### config.mk
export PLATFORM = sky130hd
export DESIGN_NAME = dmem_arbiter
export DESIGN_NICKNAME = d
export VERILOG_FILES = /design/src/rtl/dmem_arb_pkg.sv /design/src/rtl/flopr.sv /design/src/rtl/dmem_arbiter.sv
export SDC_FILE = /design/constraint.sdc
export NUM_CORES = 1
export LEC_CHECK = 0
export CORE_AREA = 4 4 156 158
export CTS_CLUSTER_SIZE = 30
export DETAILED_ROUTE_END_ITERATION = 12
export DIE_AREA = 0 0 160 162
export PLACE_DENSITY = 0.53
export SYNTH_ARGS = -nofsm -noshare
export SYNTH_HDL_FRONTEND = slang
export SYNTH_HIERARCHICAL = 1
export SYNTH_SLANG_ARGS = --single-unit
### constraint.sdc
create_clock -name clk -period 3.4 [get_ports clk]
set_input_delay 0.68 -clock clk [delete_from_list [all_inputs] [get_ports clk]]
set_output_delay 0.68 -clock clk [all_outputs]
set_load 0.005 [all_outputs]
### src/rtl/dmem_arb_pkg.sv
// Shared definitions for the data-memory arbiter: sequencer states and
// default limits used by the arbiter and its bench.
package dmem_arb_pkg;

    // Dump sequencer states
    typedef enum logic [1:0] {
        IDLE = 2'd0,
        DUMP = 2'd1,
        DONE = 2'd2
    } arb_state_e;

    // Default number of consecutive denied dump cycles before a forced slot
    localparam int STARVE_MAX_DEF = 8;

    // Width of the starvation counter (covers STARVE_MAX up to 255)
    localparam int STARVE_W = 8;

    // Width of the dump word index / memory word address
    localparam int WORD_W = 6;

endpackage

### src/rtl/flopr.sv
// Generic register with synchronous active-high clear.
module flopr #(
    parameter int WIDTH = 8
) (
    input  logic             clk,
    input  logic             reset,
    input  logic [WIDTH-1:0] d,
    output logic [WIDTH-1:0] q
);

    // Capture d every cycle; reset clears the register to zero
    always_ff @(posedge clk) begin
        if (reset) begin
            q <= '0;
        end else begin
            q <= d;
        end
    end

endmodule

### src/rtl/dmem_arbiter.sv
// Arbitrates a single data memory between the CPU MEM stage and an internal
// sequencer that dumps words 0..DEPTH-1. The CPU normally wins; after
// STARVE_MAX consecutive denied dump cycles the dump takes one slot and the
// CPU is stalled for that cycle.
module dmem_arbiter
    import dmem_arb_pkg::*;
#(
    parameter int N          = 64,
    parameter int DEPTH      = 64,
    parameter int STARVE_MAX = STARVE_MAX_DEF
) (
    input  logic              clk,
    input  logic              reset,
    // CPU side
    input  logic              cpu_memRead,
    input  logic              cpu_memWrite,
    input  logic [N-1:0]      cpu_addr,
    input  logic [N-1:0]      cpu_writeData,
    output logic [N-1:0]      cpu_readData,
    output logic              cpu_stall,
    // Dump side
    input  logic              dump_start,
    output logic              dump_busy,
    output logic              dump_valid,
    output logic [WORD_W-1:0] dump_addr,
    output logic [N-1:0]      dump_data,
    output logic              dump_done,
    // Memory side
    output logic              mem_memRead,
    output logic              mem_memWrite,
    output logic [WORD_W-1:0] mem_address,
    output logic [N-1:0]      mem_writeData,
    input  logic [N-1:0]      mem_readData
);

    localparam logic [WORD_W-1:0]   LAST_WORD  = WORD_W'(DEPTH - 1);
    localparam logic [WORD_W-1:0]   WORD_ONE   = WORD_W'(1);
    localparam logic [STARVE_W-1:0] STARVE_LIM = STARVE_W'(STARVE_MAX);
    localparam logic [STARVE_W-1:0] STARVE_ONE = STARVE_W'(1);
    localparam int                  STAGE_W    = 1 + WORD_W + N;

    arb_state_e          state_q, state_d;
    logic [WORD_W-1:0]   word_q, word_d;
    logic [STARVE_W-1:0] starve_q, starve_d;

    logic cpu_req_s;
    logic in_dump_s;
    logic forced_s;
    logic dump_grant_s;

    logic [STAGE_W-1:0] stage_d;
    logic [STAGE_W-1:0] stage_q;

    // Grant decision: CPU first, dump when CPU idle or when starvation forces a slot
    always_comb begin
        cpu_req_s    = cpu_memRead | cpu_memWrite;
        in_dump_s    = (state_q == DUMP) && !reset;
        forced_s     = in_dump_s && cpu_req_s && (starve_q >= STARVE_LIM);
        dump_grant_s = in_dump_s && (!cpu_req_s || forced_s);
    end

    // State, word counter and starvation counter registers
    always_ff @(posedge clk) begin
        if (reset) begin
            state_q  <= IDLE;
            word_q   <= '0;
            starve_q <= '0;
        end else begin
            state_q  <= state_d;
            word_q   <= word_d;
            starve_q <= starve_d;
        end
    end

    // Sequencer next-state: walk words on each dump grant, track denied cycles
    always_comb begin
        state_d  = state_q;
        word_d   = word_q;
        starve_d = starve_q;
        case (state_q)
            IDLE: begin
                word_d   = '0;
                starve_d = '0;
                if (dump_start) begin
                    state_d = DUMP;
                end else begin
                    state_d = IDLE;
                end
            end
            DUMP: begin
                if (dump_grant_s) begin
                    starve_d = '0;
                    if (word_q == LAST_WORD) begin
                        word_d  = '0;
                        state_d = DONE;
                    end else begin
                        word_d  = word_q + WORD_ONE;
                        state_d = DUMP;
                    end
                end else begin
                    starve_d = starve_q + STARVE_ONE;
                    state_d  = DUMP;
                end
            end
            DONE: begin
                word_d   = '0;
                starve_d = '0;
                state_d  = IDLE;
            end
            default: begin
                word_d   = '0;
                starve_d = '0;
                state_d  = IDLE;
            end
        endcase
    end

    // Memory port mux: dump read on grant, otherwise CPU pass-through (zero when idle)
    always_comb begin
        mem_memRead   = 1'b0;
        mem_memWrite  = 1'b0;
        mem_address   = '0;
        mem_writeData = '0;
        if (dump_grant_s) begin
            mem_memRead   = 1'b1;
            mem_memWrite  = 1'b0;
            mem_address   = word_q;
            mem_writeData = '0;
        end else if (cpu_req_s) begin
            mem_memRead   = cpu_memRead;
            mem_memWrite  = cpu_memWrite;
            mem_address   = cpu_addr[8:3];
            mem_writeData = cpu_writeData;
        end else begin
            mem_memRead   = 1'b0;
            mem_memWrite  = 1'b0;
            mem_address   = '0;
            mem_writeData = '0;
        end
    end

    // Dump output stage input: capture word and index on grant, else hold with valid low
    always_comb begin
        stage_d = '0;
        if (dump_grant_s) begin
            stage_d = {1'b1, word_q, mem_readData};
        end else begin
            stage_d = {1'b0, dump_addr, dump_data};
        end
    end

    flopr #(
        .WIDTH (STAGE_W)
    ) u_dump_stage (
        .clk   (clk),
        .reset (reset),
        .d     (stage_d),
        .q     (stage_q)
    );

    assign dump_valid   = stage_q[STAGE_W-1];
    assign dump_addr    = stage_q[N +: WORD_W];
    assign dump_data    = stage_q[N-1:0];

    assign cpu_readData = mem_readData;
    assign cpu_stall    = forced_s;
    assign dump_busy    = (state_q != IDLE);
    assign dump_done    = (state_q == DONE);

endmodule

==> qor.log <==
INFO  synthesis      synthesis.area=4390um2
INFO  sta            report.final.slew_viol_count=0
INFO  setup_path     worst_r2r_endpoint=u_dump_stage/q[18]$_SDFF_PP0_
INFO  sta            rsz0062_at_grt=false
INFO  die            die-width=160um
INFO  pwr            pwr_density_cell=349nW/um2
INFO  finish         final_core_utilization=35.2%
INFO  cts            clkSinkCount=87
INFO  cts            clock_tree_from_tritoncts=built
INFO  setup_path     critPathSlowestCell=sky130_fd_sc_hd__clkdlybuf4s50_1
INFO  sta            setup-tns-final=0ns
INFO  sta            worst-slew-pin-transition=0.816ns
INFO  placement      place.detailed.hpwl=12300um
INFO  finish         fin_area=8130um2
INFO  grt            overall_track_demand_over_capacity_in_global_routing=11.3%
INFO  setup_path     ff2ff_path_depth=7
INFO  outcome        status=complete, no violations
INFO  synthesis      yosys_register_bits=87
INFO  synthesis      synth_async_sr_flop_share=0%
INFO  cts            worstSkewPairLatency=0.35ns
INFO  sta            max-slew-margin-rel=45.6%
INFO  route          detailedRoute.firstPassIterationCount=4
INFO  finish         post_route_cells_drive_above_1_share=14.3%
INFO  synthesis      syn_area_per_cell=9.94um2
INFO  finish         area_growth_from_synthesis_to_layout=85.4%
INFO  route          remaining_drc_errors=0
INFO  sta            final_number_of_hold_violating_endpoints=0
INFO  cts            cts_buffers=9
INFO  die            ios=407
INFO  sta            max_freq=0.304GHz
INFO  synthesis      synth_enable_flop_cells=0
INFO  synthesis      ys.warnings.count=6
INFO  cts            cts_buffer_depth=2
INFO  synthesis      ys_dominant_reg_cell=sky130_fd_sc_hd__dfxtp_1
INFO  worst_hold_path timing.hold.worst.start=starve_q[0]$_SDFF_PP0_
INFO  setup_path     timing.critical_path.slowest_cell_delay=0.54ns
INFO  cts            clk_slew_on_worst_s_h_paths=0.08ns
INFO  sta            final.min_clock_period=3.29ns
INFO  grt            number_of_antenna_violations_at_the_first_check_in_global_routing=1
INFO  route          detail_route.vias_per_cell=3.85
INFO  die            floorplan.initialDensity=19.0%
INFO  finish         finish.net_count=927
INFO  die            core-area=23100um2
INFO  setup_path     maximum_fanout_encountered_on_the_critical_timing_path=17
INFO  route          detail-route-antenna-nets=0
INFO  setup_path     critical_path_source_type=flop
INFO  setup_path     reg2reg_slack=0.87ns
INFO  setup_path     crit_chain=or4_4, or2_4, a21oi_4, buf_12, clkbuf_16, and2_1, clkdlybuf4s50_1
INFO  grt            grt_overflow=0
INFO  synthesis      post_synth_inst_count=441
INFO  pwr            worst_ir_drop_vdd=0.155mV
INFO  sta            finalCritPeriodShare=96.6%
INFO  route          average_routed_wire_per_standard_cell=15.5um
INFO  die            rows=56
INFO  route          detail_route.wirelength=15900um
INFO  cts            postCtsHoldBufs=0
INFO  cts            clock-root-buffer=sky130_fd_sc_hd__clkbuf_16
INFO  route          num_vias=3930
INFO  grt            grt_start_max_net_pins=76
INFO  placement      finalWeightedCongestion=0.737
INFO  setup_path     cp.arrival=2.61ns
INFO  die            die_h=162um
INFO  setup_path     worst_setup_path_end_kind=output port
INFO  setup_path     timing.rr.start=starve_q[7]$_SDFF_PP0_
INFO  sta            report.final.setup_viol=0
INFO  placement      buffer_ports.inserted=348
INFO  synthesis      synth_cell_type_count=35
INFO  die            design.die.area=25900um2
INFO  cts            ctsHtreeMaxLevel=3
INFO  route          drt_first_iter_violations=64
INFO  grt            first_global_vias=3956
INFO  setup_path     critical-path-top-delay-family=simple AND/OR/NAND/NOR gates
INFO  grt            global_route_wire_length_before_repair=22500um
INFO  sta            min_hold_slack=0.469ns
INFO  placement      dpl_cell_area=7730um2
INFO  sta            skew=0.0143ns
INFO  synthesis      seq_area_frac_synth=39.7%
INFO  setup_path     critPathRequiredTime=2.72ns
INFO  run            drv_cap=0
INFO  worst_hold_path worst_hold_path_type=flop to flop
INFO  pwr            cellLeakagePower=3.23nW
INFO  finish         n_antenna_cell=0
INFO  setup_path     wp_buf_inv=3
INFO  setup_path     worstSetupPathType=flop to output port
INFO  worst_hold_path worst_hold_endpoint=starve_q[0]$_SDFF_PP0_
INFO  worst_hold_path hold_path_depth=1
-- cells in the mapped netlist, types with 3 or more instances --
library cell	instances	area share [%]
sky130_fd_sc_hd__buf_4	65	11
sky130_fd_sc_hd__nor2b_1	73	10
sky130_fd_sc_hd__buf_2	14	1.6
sky130_fd_sc_hd__ha_1	3	0.86
sky130_fd_sc_hd__dfxtp_1	87	40
sky130_fd_sc_hd__mux2_2	67	17
sky130_fd_sc_hd__o21ai_0	4	0.46
sky130_fd_sc_hd__nor2_1	9	0.77
sky130_fd_sc_hd__inv_1	3	0.26
sky130_fd_sc_hd__nand3_1	4	0.46
sky130_fd_sc_hd__nand2b_1	3	0.43
sky130_fd_sc_hd__clkbuf_1	7	0.60
sky130_fd_sc_hd__a22o_1	7	1.4
sky130_fd_sc_hd__and2_1	67	9.6
-- state kept, by name, indices dropped and copies added (netlist names) --
signal and count:
state_q 2, word_q 6, starve_q 8, u_dump_stage/q 71
-- per-stage QoR --
step                      std cells  power [mW]  worst slack, ns
after global routing           1022        2.99          0.00659
after floorplan                 444        1.39            0.919
after CTS                      1018        2.89           0.0167
after detailed placement       1002        1.87            0.157
final                          1022        2.84            0.114
after global placement         1002        1.87            0.149
-- power breakdown --
part           switching, mW  internal (mW)
registers             0.0184           1.06
clock network          0.468          0.520
logic                  0.242          0.531
total                  0.728           2.11
-- what timing repair did --
item / 4_1_cts / 5_1_grt
cloned: 0 / 3
resized for setup: 1 / 9
endpoints found under the setup margin: 1 / 69
pin swaps: 0 / 1
buffers inserted: 0 / 1
-- cells by family (layout without fill, tap and decap cells) --
group	after synthesis	after routing	share of synthesized area, %
AO/OA/AOI/OAI	18	18	3.45
XOR/XNOR	4	4	0.799
adder cells (fa/ha/maj)	3	3	0.856
buffers and inverters	91	379	13.9
flip-flops	87	87	39.7
multiplexers	69	69	17.7
other	1	4	0.0855
AND/OR/NAND/NOR	168	168	23.5
-- area by class of cell --
| cell class | count | area, um2 |
|---|---|---|
| clock inverter | 7 | 75.1 |
| sequential | 87 | 1740 |
| timing repair buffer | 359 | 3650 |
| fill | 2378 | 15000 |
| clock buffer | 9 | 225 |
| inverter | 4 | 15.0 |
| tap | 290 | 363 |
| multi-input combinational | 266 | 2060 |
-- placed cells by master (no fill, tap or decap), types with 4 or more instances in the layout --
master / count
sky130_fd_sc_hd__clkdlybuf4s50_1: 339
sky130_fd_sc_hd__dfxtp_1: 87
sky130_fd_sc_hd__nor2b_1: 73
sky130_fd_sc_hd__mux2_2: 67
sky130_fd_sc_hd__and2_1: 67
sky130_fd_sc_hd__clkbuf_16: 11
sky130_fd_sc_hd__nor2_1: 9
sky130_fd_sc_hd__a22o_1: 7
sky130_fd_sc_hd__dlymetal6s2s_1: 7
sky130_fd_sc_hd__buf_4: 5
sky130_fd_sc_hd__o21ai_0: 4
sky130_fd_sc_hd__nand3_1: 4
sky130_fd_sc_hd__conb_1: 4
-- per-layer routing --
layer	up-vias	GRT usage, %	part of all wire [%]
li1	1952	-	-
met1	1733	10.9	34
met2	222	20.7	52
met3	21	5.66	11
met4	2	4.07	2.2
met5	-	0	0.082
-- worst max-delay path by stage --
stage / startpoint / slack [ns] / cells past startpoint / end
floorplan: starve_q[7]$_SDFF_PP0_ / 0.92 / 6 / mem_writeData[10]
global placement: cpu_memRead / 0.15 / 7 / mem_writeData[54]
detailed placement: cpu_memRead / 0.16 / 7 / mem_writeData[54]
CTS: starve_q[7]$_SDFF_PP0_ / 0.02 / 6 / mem_writeData[7]
global route: starve_q[7]$_SDFF_PP0_ / 0.007 / 7 / mem_writeData[36]
finish: starve_q[7]$_SDFF_PP0_ / 0.11 / 7 / mem_writeData[61]
(Power assumes the default switching activity.)
